`src/rtl/rob_commit_ctrl.sv`:
```
// rob_commit_ctrl: ROB head/tail sequencing with in-order commit and a one-deep predictor update buffer
module rob_commit_ctrl #(
    parameter int DEPTH = 8,
    parameter int IDX_W = $clog2(DEPTH),
    parameter int UPD_W = 280
) (
    input  logic             clock,
    input  logic             reset_n,
    input  logic             enq_req,
    output logic             enq_ready,
    output logic [IDX_W-1:0] enq_idx,
    output logic [DEPTH-1:0] entry_enq_valid,
    input  logic [DEPTH-1:0] entry_ready_to_commit,
    output logic [IDX_W-1:0] head_idx,
    input  logic             head_upd_en,
    input  logic [UPD_W-1:0] head_upd_data,
    output logic [DEPTH-1:0] entry_commit_vld,
    output logic             commit_valid,
    output logic [IDX_W-1:0] commit_idx,
    input  logic             flush_vld,
    output logic             entry_flush_vld,
    output logic             upd_valid,
    input  logic             upd_ready,
    output logic [UPD_W-1:0] upd_data,
    output logic [IDX_W:0]   count,
    output logic             full,
    output logic             empty
);
    localparam logic [IDX_W:0]   one = 1;
    localparam logic [DEPTH-1:0] bit0 = 1;
    logic [IDX_W:0]   head_ptr, tail_ptr;
    logic [IDX_W-1:0] tail_i;
    logic             enq_fire, commit_fire, upd_slot_free;
    assign head_idx        = head_ptr[IDX_W-1:0];
    assign tail_i          = tail_ptr[IDX_W-1:0];
    assign enq_idx         = tail_i;
    assign commit_idx      = head_idx;
    assign full            = (head_idx == tail_i) && (head_ptr[IDX_W] != tail_ptr[IDX_W]);
    assign empty           = head_ptr == tail_ptr;
    assign enq_ready       = ~full;
    assign entry_flush_vld = flush_vld;
    assign upd_slot_free   = ~upd_valid | upd_ready;
    assign commit_valid    = commit_fire;
    // Fire decisions and one-hot strobes; flush suppresses both sides
    always_comb begin
        enq_fire         = enq_req & enq_ready & ~flush_vld;
        commit_fire      = entry_ready_to_commit[head_idx] & ~empty & ~flush_vld
                           & (~head_upd_en | upd_slot_free);
        entry_enq_valid  = enq_fire ? bit0 << tail_i : '0;
        entry_commit_vld = commit_fire ? bit0 << head_idx : '0;
    end
    // Pointer and occupancy state; flush empties the ROB
    always_ff @(posedge clock or negedge reset_n) begin
        if (!reset_n) begin
            head_ptr <= '0;
            tail_ptr <= '0;
            count    <= '0;
        end else if (flush_vld) begin
            head_ptr <= '0;
            tail_ptr <= '0;
            count    <= '0;
        end else begin
            if (enq_fire) tail_ptr <= tail_ptr + one;
            if (commit_fire) head_ptr <= head_ptr + one;
            if (enq_fire != commit_fire) count <= enq_fire ? count + one : count - one;
        end
    end
    // Predictor update buffer; architectural, so it survives flush and a new load beats a drain
    always_ff @(posedge clock or negedge reset_n) begin
        if (!reset_n) begin
            upd_valid <= 1'b0;
            upd_data  <= '0;
        end else if (commit_fire && head_upd_en) begin
            upd_valid <= 1'b1;
            upd_data  <= head_upd_data;
        end else if (upd_ready) begin
            upd_valid <= 1'b0;
        end
    end
endmodule

```
`config.mk`:
```
export PLATFORM = sky130hd
export DESIGN_NAME = rob_commit_ctrl
export DESIGN_NICKNAME = d
export VERILOG_FILES = /design/src/rtl/rob_commit_ctrl.sv
export SDC_FILE = /design/constraint.sdc
export NUM_CORES = 1
export LEC_CHECK = 0
export ABC_AREA = 1
export BUFFER_PORTS_ARGS = -buffer_cell sky130_fd_sc_hd__buf_2
export CAP_MARGIN = 5
export CORE_AREA = 2 2 239 241
export DETAILED_ROUTE_END_ITERATION = 7
export DIE_AREA = 0 0 241 243
export PLACE_DENSITY = 0.44
export SYNTH_ARGS = -nofsm -noshare
export SYNTH_HDL_FRONTEND = slang
export SYNTH_SLANG_ARGS = --single-unit
```
`constraint.sdc`:
```
create_clock -name clock -period 2.5 [get_ports clock]
set_input_delay 0.25 -clock clock [delete_from_list [all_inputs] [get_ports clock]]
set_output_delay 0.25 -clock clock [all_outputs]
set_load 0.01 [all_outputs]
```
; Word level (Yosys, flattened, before mapping)
; Cells that the tools add are included.
[classes]
add_sub_neg = 4
n_mul = 0
div_mod_pow = 0
n_lt_le_gt_ge = 1
n_eq_ne = 4
shifts = 2
muxes = 13
bitwise = 12
n_reduce_logical = 6
[op_table]
columns = cell, count
row1 = $mux 4, 7
row2 = $mux 8, 2
row3 = $shl 1x3->8 const A, 2
row4 = $add 4x1->4 const B, 3
row5 = $reduce_bool 2->1, 4
row6 = $and 1x1->1, 5
row7 = $not 1->1, 5
row8 = $eq 4x4->1, 1
row9 = $lt 3x4->1 const B, 1
row10 = $sub 4x1->4 const B, 1
row11 = $bmux 1 s3, 1
row12 = $eq 3x3->1, 1
row13 = $mux 1, 3
row14 = $logic_and 1x1->1, 2
row15 = $ne 1x1->1, 2
row16 = $or 1x1->1, 2
[word_totals]
ff_bits = 293
latchBits = 0
ram_bits = 0
romBits = 0
input_bits = 294
out_inout_bits = 315
elab_cells = 47
n_memories = 0

; Depth between registers and ports, before layout
; Gate-level depths: netlist of run 1.
[depth]
ltp_word = 8
ltp_mapped = 16
depth_no_buf = 15

; Worst setup path after synthesis of run 1
; No wires, ideal clock.
[synth_timing]
kind = register -> register
from = register head_ptr[0]
to = register count[3]
setup_time_ps = 117
t_arrival_ps = 2225
required_ps = 2383
setup_slack_ps = 158
path_stages_with_launch = 16
path_buffers = 0
period_less_slack_ps = 2342
cell_sequence = dfrtp_1 inv_2 nand2_1 nand2_1 nand4_1 nand3_1 ha_1 a21oi_1 nand2_1 or2_2 nand2_1 inv_1 nand2_1 nand2_1 nand2_1 nand2_1
[synth_between]
elab_chain_cells = 8
word_cells_on_any_way = 17
classes_between = eq/ne (3) / mux (5) / bitwise (7) / reduce/logical (2)
[synth_rtl]
columns = element, line
row1 = start: declaration, 31  ; logic [IDX_W:0] head_ptr, tail_ptr;
row2 = start signal: assignment, 64  ; if (commit_fire) head_ptr <= head_ptr + one;
row3 = $eq 3x3->1 (*), 38  ; assign full = (head_idx == tail_i) && (head_ptr[IDX_W] != tail_ptr[IDX_W]);
row4 = $logic_and 1x1->1 (*), 38
row5 = $not 1->1 (*), 40  ; assign enq_ready = ~full;
row6 = via enq_ready, 10  ; output logic enq_ready,
row7 = $and 1x1->1 (*) (2 in series), 46  ; enq_fire = enq_req & enq_ready & ~flush_vld;
row8 = $mux 4 (2 in series), 65  ; if (enq_fire != commit_fire) count <= enq_fire ? count + one : count - one;
row9 = $mux 4, 58  ; end else if (flush_vld) begin
row10 = end signal: assignment, 65
row11 = end: declaration, 25  ; output logic [IDX_W:0] count,
; Mark *: on every way through the listed nets, which the timed path passes. The rest lies on a longest branch. The select of a mux whose other input is x is not followed.
; A chain may end at the register's enable or synchronous reset.

; Worst setup path after layout of run 1
[layout_timing]
from = register head_ptr[0]
to = output entry_enq_valid[2]
[layout_between]
elab_chain_cells = 6
[layout_rtl]
columns = element, line
row1 = $eq 3x3->1, 38
row2 = $logic_and 1x1->1, 38
row3 = $not 1->1, 40
row4 = $and 1x1->1 (2 in series), 46
row5 = $mux 8, 49  ; entry_enq_valid = enq_fire ? bit0 << tail_i : '0;
row6 = end: declaration, 12  ; output logic [DEPTH-1:0] entry_enq_valid,
; Every way passes these cells.

==> metrics.txt, run 1 <==
GRT Util Overall=0.1432; total power divided by cell area=1037 nW/um^2; Seq pwr share=0.388; Port Buf Inserts=608; Comb power frac=0.360; maximum vdd drop=around 0.56 mV; Inst Count DP=around 2,700; Cell Chain, Critical Path=inv_4 -> nand2_1 -> nand2_1 -> nand4_1 -> buf_4 -> nand2_1 -> nor2_1 -> buf_4 -> nand2_1 -> nor2_1 -> buf_2; Critical Path Fanout Max=9; Worst Tran Pin Value=0.6488 ns; CP Buf/Inv Count=4; met2 Resource Use GR=0.2475; FILL cells=a little under 6,000; Worst slew margin=0.5674; Mapped Nets=about 1,700; row count=87; die width=241 microns; Routed WL=43,470 microns; Most Crowded Layer GR=met2; dominant cells by area after synthesis=dfrtp_1, nand2_1, buf_2; Reg clk slew, reported paths=0.05 ns; share of layout cells above drive strength 1=0.3177; via count=11,960; drt initial violations=between 400 and 500; TritonCTS Buffers=37; hold crit path type=in -> reg; CP max-delay cell=dfrtp_1; starting density of the core=0.2115; maxcap violations=0; Reg2Reg Setup Slack=0.21 ns; Cell variety after synth=27; Slew Viols, Final=0; Post-Place Setup Slack=0.2513 ns; outcome=finished, final reports clean; M1 GR Usage=0.1660; Syn Std Cell Area=11,830 sq um; Synth Instances=1,366; Hold Fails Final Rpt=0; Final Setup Violations=0; vias in the first global route=roughly 13,000; Avg WL per Cell=14.22 microns; RR Endpoint=count[2]$_DFFE_PN0P_; Root Driver=clkbuf_16; Via density=roughly 3.9; worst reg2reg path depth=14; share of the synthesized area in the top cell type=0.6196; period utilization=0.9412; Min Clock Period, post-route=~2.4 ns; Worst Skew=0.01513 ns; I/O pin cnt=609; Pre-antenna DRT Iters=4; GRT overflow=0; CP endpoint kind=output pin; CP dominant cell by count=nand2_1; WP depth=11; non-filler cells, final=between 3,000 and 4,000; die area=between 50,000 and 60,000 sq um; core area=~56,000 sq um; post-DP HPWL=30,800 microns; initial antenna violation count=3; largest stage delay on the critical path=0.42 ns; Top Family by Delay on Critical Path=simple AND/OR/NAND/NOR gates; H-tree levels=2; worst setup slack after layout=0.1470 ns; RePlAce Congestion=0.8382; HP Start=flush_vld; P_int=roughly 13,000 uW; worst skew pair latency=0.54 ns; Worst setup SP type=flop; ANT nets after route=0; r2r startpoint=head_ptr[0]$_DFFE_PN0P_; Sw Share=0.3659; Nets=2,579; Syn Area/Cell=8.663 sq um; detailed-route DRC error count=0; Synth-to-Final Area Change=68.07%; Max Freq=between 400 and 500 MHz; CP required=2.25 ns; clock share of power=0.252; Synth Register Bits=293; first-pass GRT wire length=66,740 microns; die height=243 microns; Clock Path Buffers=3; top cell type by total area after synthesis=dfrtp_1; TritonCTS clock tree=done; CTS sink count=293; warnings from Yosys=0; Hold Path End=head_ptr[3]$_DFFE_PN0P_; Arr. time, crit path=approximately 2.1 ns; largest net degree at the start of global routing=80; Net Switching=roughly 7500 uW; worst setup path class=reg -> out; Leakage=0.01115 uW; WHS Path Cells=4; M3 GR Usage=0.03969; register area share after synthesis=0.6196
[final cells by class]
cell class | instances | area (sq um) | share of cell area
Antenna cell | 2 | 5.005 | 0.0002516
Clock buffer | 56 | 1067 | 0.05366
Clock inverter | 11 | 115.1 | 0.005788
Inverter | 35 | 148.9 | 0.007486
Multi-Input combinational cell | 966 | 3892 | 0.1957
Sequential cell | 293 | 7337 | 0.3689
Tap cell | 756 | 945.9 | 0.04756
Timing Repair Buffer | 937 | 6377 | 0.3206
[layer usage]
layer,up-vias,part of all wire
met3,94,0.069
met2,405,0.48
met4,2,0.036
li1,5910,-
met1,5548,0.41
met5,-,0.00037
[layout by cell type, fill, tap and decap left out, types with 2 or more instances in the layout]
| cell | netlist | layout |
|---|---|---|
| nand2_2 | 1 | 2 |
| clkbuf_1 | 0 | 12 |
| nand3_1 | 13 | 13 |
| o22ai_1 | 2 | 2 |
| dfrtp_2 | 0 | 4 |
| nand2_8 | 1 | 2 |
| nor3_1 | 4 | 4 |
| nand2_1 | 897 | 896 |
| inv_8 | 0 | 2 |
| dfrtp_1 | 293 | 289 |
| buf_4 | 22 | 38 |
| clkbuf_16 | 0 | 37 |
| inv_2 | 2 | 4 |
| ha_1 | 14 | 14 |
| diode_2 | 0 | 2 |
| nor2_1 | 17 | 16 |
| clkinvlp_4 | 0 | 2 |
| buf_2 | 38 | 604 |
| clkinv_8 | 0 | 2 |
| inv_6 | 0 | 2 |
| clkinv_2 | 0 | 4 |
| clkbuf_8 | 0 | 7 |
| dlygate4sd3_1 | 0 | 282 |
| buf_12 | 0 | 11 |
| inv_1 | 31 | 28 |
| o21ai_0 | 6 | 6 |
[power by group through the flow]
| stage | sequential (uW) | clock, uW | combinational [uW] |
|---|---|---|---|
| finish | 8010 | 5190 | 7430 |
| global route | 8280 | 5600 | 8240 |
| CTS | 8010 | 5400 | 7490 |
| detailed placement | 8020 | 0 | 7130 |
| global placement | 8020 | 0 | 7060 |
| floorplan | 9040 | 0 | 2520 |
[how the worst max path moves through the flow]
stage,from,endpoint
2_1_floorplan,head_ptr[0]$_DFFE_PN0P_,count[3]$_DFFE_PN0P_
4_1_cts,tail_ptr[2]$_DFFE_PN0P_,entry_enq_valid[2]
3_3_place_gp,tail_ptr[0]$_DFFE_PN0P_,count[3]$_DFFE_PN0P_
5_1_grt,head_ptr[0]$_DFFE_PN0P_,entry_enq_valid[2]
6_report,head_ptr[0]$_DFFE_PN0P_,entry_enq_valid[2]
3_5_place_dp,head_ptr[1]$_DFFE_PN0P_,upd_data[194]$_DFFE_PN0P_
[stage by stage]
step                      instance area (sq um)  power (uW)  hold slack, ns  TNS [ns]    util
after floorplan                           11830       11560        -0.04559         0       -
after global placement                    15780       15090          0.2696         0  0.2819
after detailed placement                  15780       15150          0.2677         0  0.2819
after CTS                                 19800       20900         0.05800         0  0.3538
after global routing                      19890       22120         0.09974  -0.01124  0.3555
final                                     19890       20630          0.1002         0  0.3555
[synth_stat cells]
library cell  count
nand2_1         897
dfrtp_1         293
buf_2            38
inv_1            31
buf_4            22
nor2_1           17
ha_1             14
nand3_1          13
buf_6            11
o21ai_0           6
nor3_1            4
inv_2             2
inv_4             2
o22ai_1           2
xnor2_1           2
a21oi_1           1
buf_8             1
fa_1              1
nand2_2           1
nand2_4           1
nand2_8           1
nand4_1           1
nor2_4            1
nor2_8            1
o21ai_1           1
or2_2             1
xor2_1            1
[kinds of logic (layout without fill, tap and decap cells)]
group           count (synthesis)  count (layout)  share of synthesized area
simple gates                  938             938                     0.3040
buf+inv                       107            1039                    0.05329
flops                         293             293                     0.6196
other cells                     0               2                          0
xor+xnor                        3               3                   0.002221
fa+ha+maj                      15              15                    0.01649
compound gates                 10              10                   0.004440
[sequential cells by signal (all words and copies together) (netlist names)]
register   flops
upd_valid      1
tail_ptr       4
upd_data     280
count          4
head_ptr       4
[worst min-delay path: stages]
cell	delay, ns
buf_2	0.14
nor2_1	0.06
nand2_1	0.05
o21ai_0	0.07
[repair_timing]
| item | CTS | global route |
|---|---|---|
| resized for setup | 1 | 16 |
| buffers inserted | 2 | 7 |
| hold endpoints to repair | 334 | 0 |
| hold buffers | 282 | 0 |
| pin swaps | 0 | 2 |
| endpoints found under the setup margin | 3 | 9 |
Power figures use the tool's default switching activity.
==> run 2, diff against run 1 <==
--- a/config.mk
+++ b/config.mk
@@ -12,6 +12,7 @@
 export DETAILED_ROUTE_END_ITERATION = 7
 export DIE_AREA = 0 0 241 243
 export PLACE_DENSITY = 0.44
+export SETUP_SLACK_MARGIN = 0.5
 export SYNTH_ARGS = -nofsm -noshare
 export SYNTH_HDL_FRONTEND = slang
 export SYNTH_SLANG_ARGS = --single-unit
==> metrics.txt, run 2 (synthesis gave the netlist of run 1 again) <==
outcome=finished, final reports clean; most common cell after layout, fill and taps aside=nand2_1; CTS sink count=293 (unchanged); drt initial violations=547 (+31%); Nets=2,686 (+4.1%); Via density=4.120 (+5.3%); register area=7337 sq um (unchanged); Reg with most FFs=upd_data; GRT overflow=0 (unchanged); initial antenna violation count=1 (-2); ant diodes=0 (-2); Max Freq=443.3 MHz (+4.3%); detailed-route DRC error count=0 (unchanged); Routed WL=55,960 microns (+29%); Critical Path Fanout Max=7 (-2); TritonCTS clock tree=done; Multi-input gate area=4923 sq um (+26%); post-layout power=22,630 uW (+9.7%); starting density of the core=0.2115 (unchanged); die area=58,560 sq um (unchanged); core area=55,950 sq um (unchanged); Leakage=0.01280 uW (+15%); Worst Tran Pin Value=0.5896 ns (-0.05922 ns); Root Driver=clkbuf_16; maxcap violations=0 (unchanged); Hold Fails Final Rpt=0 (unchanged); largest net degree at the start of global routing=65 (-19%); max reg flops=280 (unchanged); CP endpoint kind=flop; Pre-antenna DRT Iters=5 (+1); die height=243 microns (unchanged); Arr. time, crit path=2.68 ns (+0.58 ns); Reg clk slew, reported paths=0.06 ns (about the same); worst setup path class=reg -> reg; die width=241 microns (unchanged); ANT nets after route=0 (unchanged); share of layout cells above drive strength 1=0.4467 (+0.1290); RePlAce Congestion=0.8675 (+3.5%); H-tree levels=2 (unchanged); Synth-to-Final Area Change=94.78%; Setup TNS Final=0 ns (unchanged); Post-Place Setup Slack=0.2139 ns (-0.03738 ns); TritonCTS Buffers=37 (unchanged); post-layout util=0.4120 (+0.05649); Min Clock Period, post-route=2.256 ns (-0.09715 ns); Worst slew margin=0.6069 (+0.03948); Slew Viols, Final=0 (unchanged); row count=87 (unchanged); total power divided by cell area=981.9 nW/um^2 (-5.3%); Avg WL per Cell=17.73 microns (+25%); maximum vdd drop=0.5183 mV (-7.9%); CP required=2.92 ns (+0.67 ns); via count=13,000 (+8.7%); worst skew pair latency=0.54 ns (about the same); GRT Util Overall=0.1510 (+0.007873); FILL cells=5,505 (-6.2%); post-DP HPWL=30,510 microns (-0.96%); period utilization=0.9023 (-0.03886); unrepaired setup endpoints after global routing=true; Port Buf Inserts=608 (unchanged); Worst setup SP type=flop; hold crit path type=in -> reg; I/O pin cnt=609 (unchanged); Final Setup Violations=0 (unchanged); vias in the first global route=12,840 (+2.2%); most frequent cells in the layout=nand2_1, buf_2, dfrtp_1, dlygate4sd3_1, nand2_2; worst setup slack after layout=0.2441 ns (+0.09715 ns); first-pass GRT wire length=70,030 microns (+4.9%); Worst Skew=0.01723 ns (+0.002105 ns); Clock Path Buffers=3 (unchanged)
## run 2: changes by cell type in the layout (fill, tap and decap cells not counted), moves of 8 or more
| cell | before | now |
|---|---|---|
| clkbuf_16 | 37 | 77 |
| buf_4 | 38 | 47 |
| buf_12 | 11 | 22 |
| buf_6 | 1 | 19 |
| nor2_1 | 16 | 8 |
| buf_16 | 0 | 12 |
| buf_8 | 1 | 9 |
| nand2_4 | 0 | 74 |
| nand2_1 | 896 | 687 |
| nand2_2 | 2 | 138 |
## run 2: final cells by class
cell class / count / area share
multi-input combinational: 968 / 0.2136
timing repair buffer: 1031 / 0.3592
clock buffer: 52 / 0.04657
tap: 756 / 0.04104
timing repair inverter: 11 / 0.008577
clock inverter: 10 / 0.004994
inverter: 35 / 0.007708
sequential: 293 / 0.3183
## run 2: layer usage
metal / global-route usage / part of all wire / vias to the layer above / wire length, microns
met2: 0.2677 / 0.50 / 459 / 28210
met4: 0.07244 / 0.038 / 2 / 2138
met5: 0 / 0.00029 / - / 16
met3: 0.03946 / 0.062 / 117 / 3474
met1: 0.1663 / 0.40 / 6281 / 22120
li1: - / - / 6143 / -
## run 2: timing repair
item                                   CTS  global route
buffers inserted                        25            25
pin swaps                               21            41
gates resized for setup                 43           384
hold buffers                           282             0
setup endpoints to repair              300           301
endpoints found under the hold margin  334             0
cloned                                   4            66
## run 2: through the flow
step,hold slack [ns],instances,area (sq um)
2_1_floorplan,-0.04559,1366,11870
3_3_place_gp,0.2672,2692,15780
3_5_place_dp,0.2720,2692,15780
4_1_cts,0.03243,3065,20190
5_1_grt,0.07587,3156,23050
6_report,0.09231,3156,23050
## run 2: path summary, 6_finish.rpt
kind / start / to / slack [ns] / cells after the start
setup / recovery: tail_ptr[1]$_DFFE_PN0P_ / upd_data[155]$_DFFE_PN0P_ / 0.24 / 14
hold / removal: flush_vld / head_ptr[3]$_DFFE_PN0P_ / 0.09 / 4
setup reg to reg: tail_ptr[1]$_DFFE_PN0P_ / upd_data[155]$_DFFE_PN0P_ / 0.24 / 14
hold reg to reg: upd_data[125]$_DFFE_PN0P_ / upd_data[125]$_DFFE_PN0P_ / 0.47 / 2
max in group asynchronous: reset_n / upd_data[256]$_DFFE_PN0P_ / 1.38 / 3
min in group asynchronous: reset_n / upd_data[189]$_DFFE_PN0P_ / 0.28 / 2
## run 2: critical path, stage by stage, from the launching register on
cell and delay (ns):
dfrtp_1 0.44, xnor2_2 0.23, nand2_2 0.10, nor2_4 0.18
nor2_8 0.07, nand2_8 0.10, clkinv_8 0.07, buf_8 0.13
nand2_8 0.12, buf_16 0.20, buf_12 0.15, inv_16 0.05
clkbuf_16 0.17, nand2_2 0.05, nand2_1 0.04
## run 2: where the power goes
part / switching (uW) / internal (uW)
logic: 5080 / 4110
clock network: 2130 / 3190
registers: 1250 / 6870
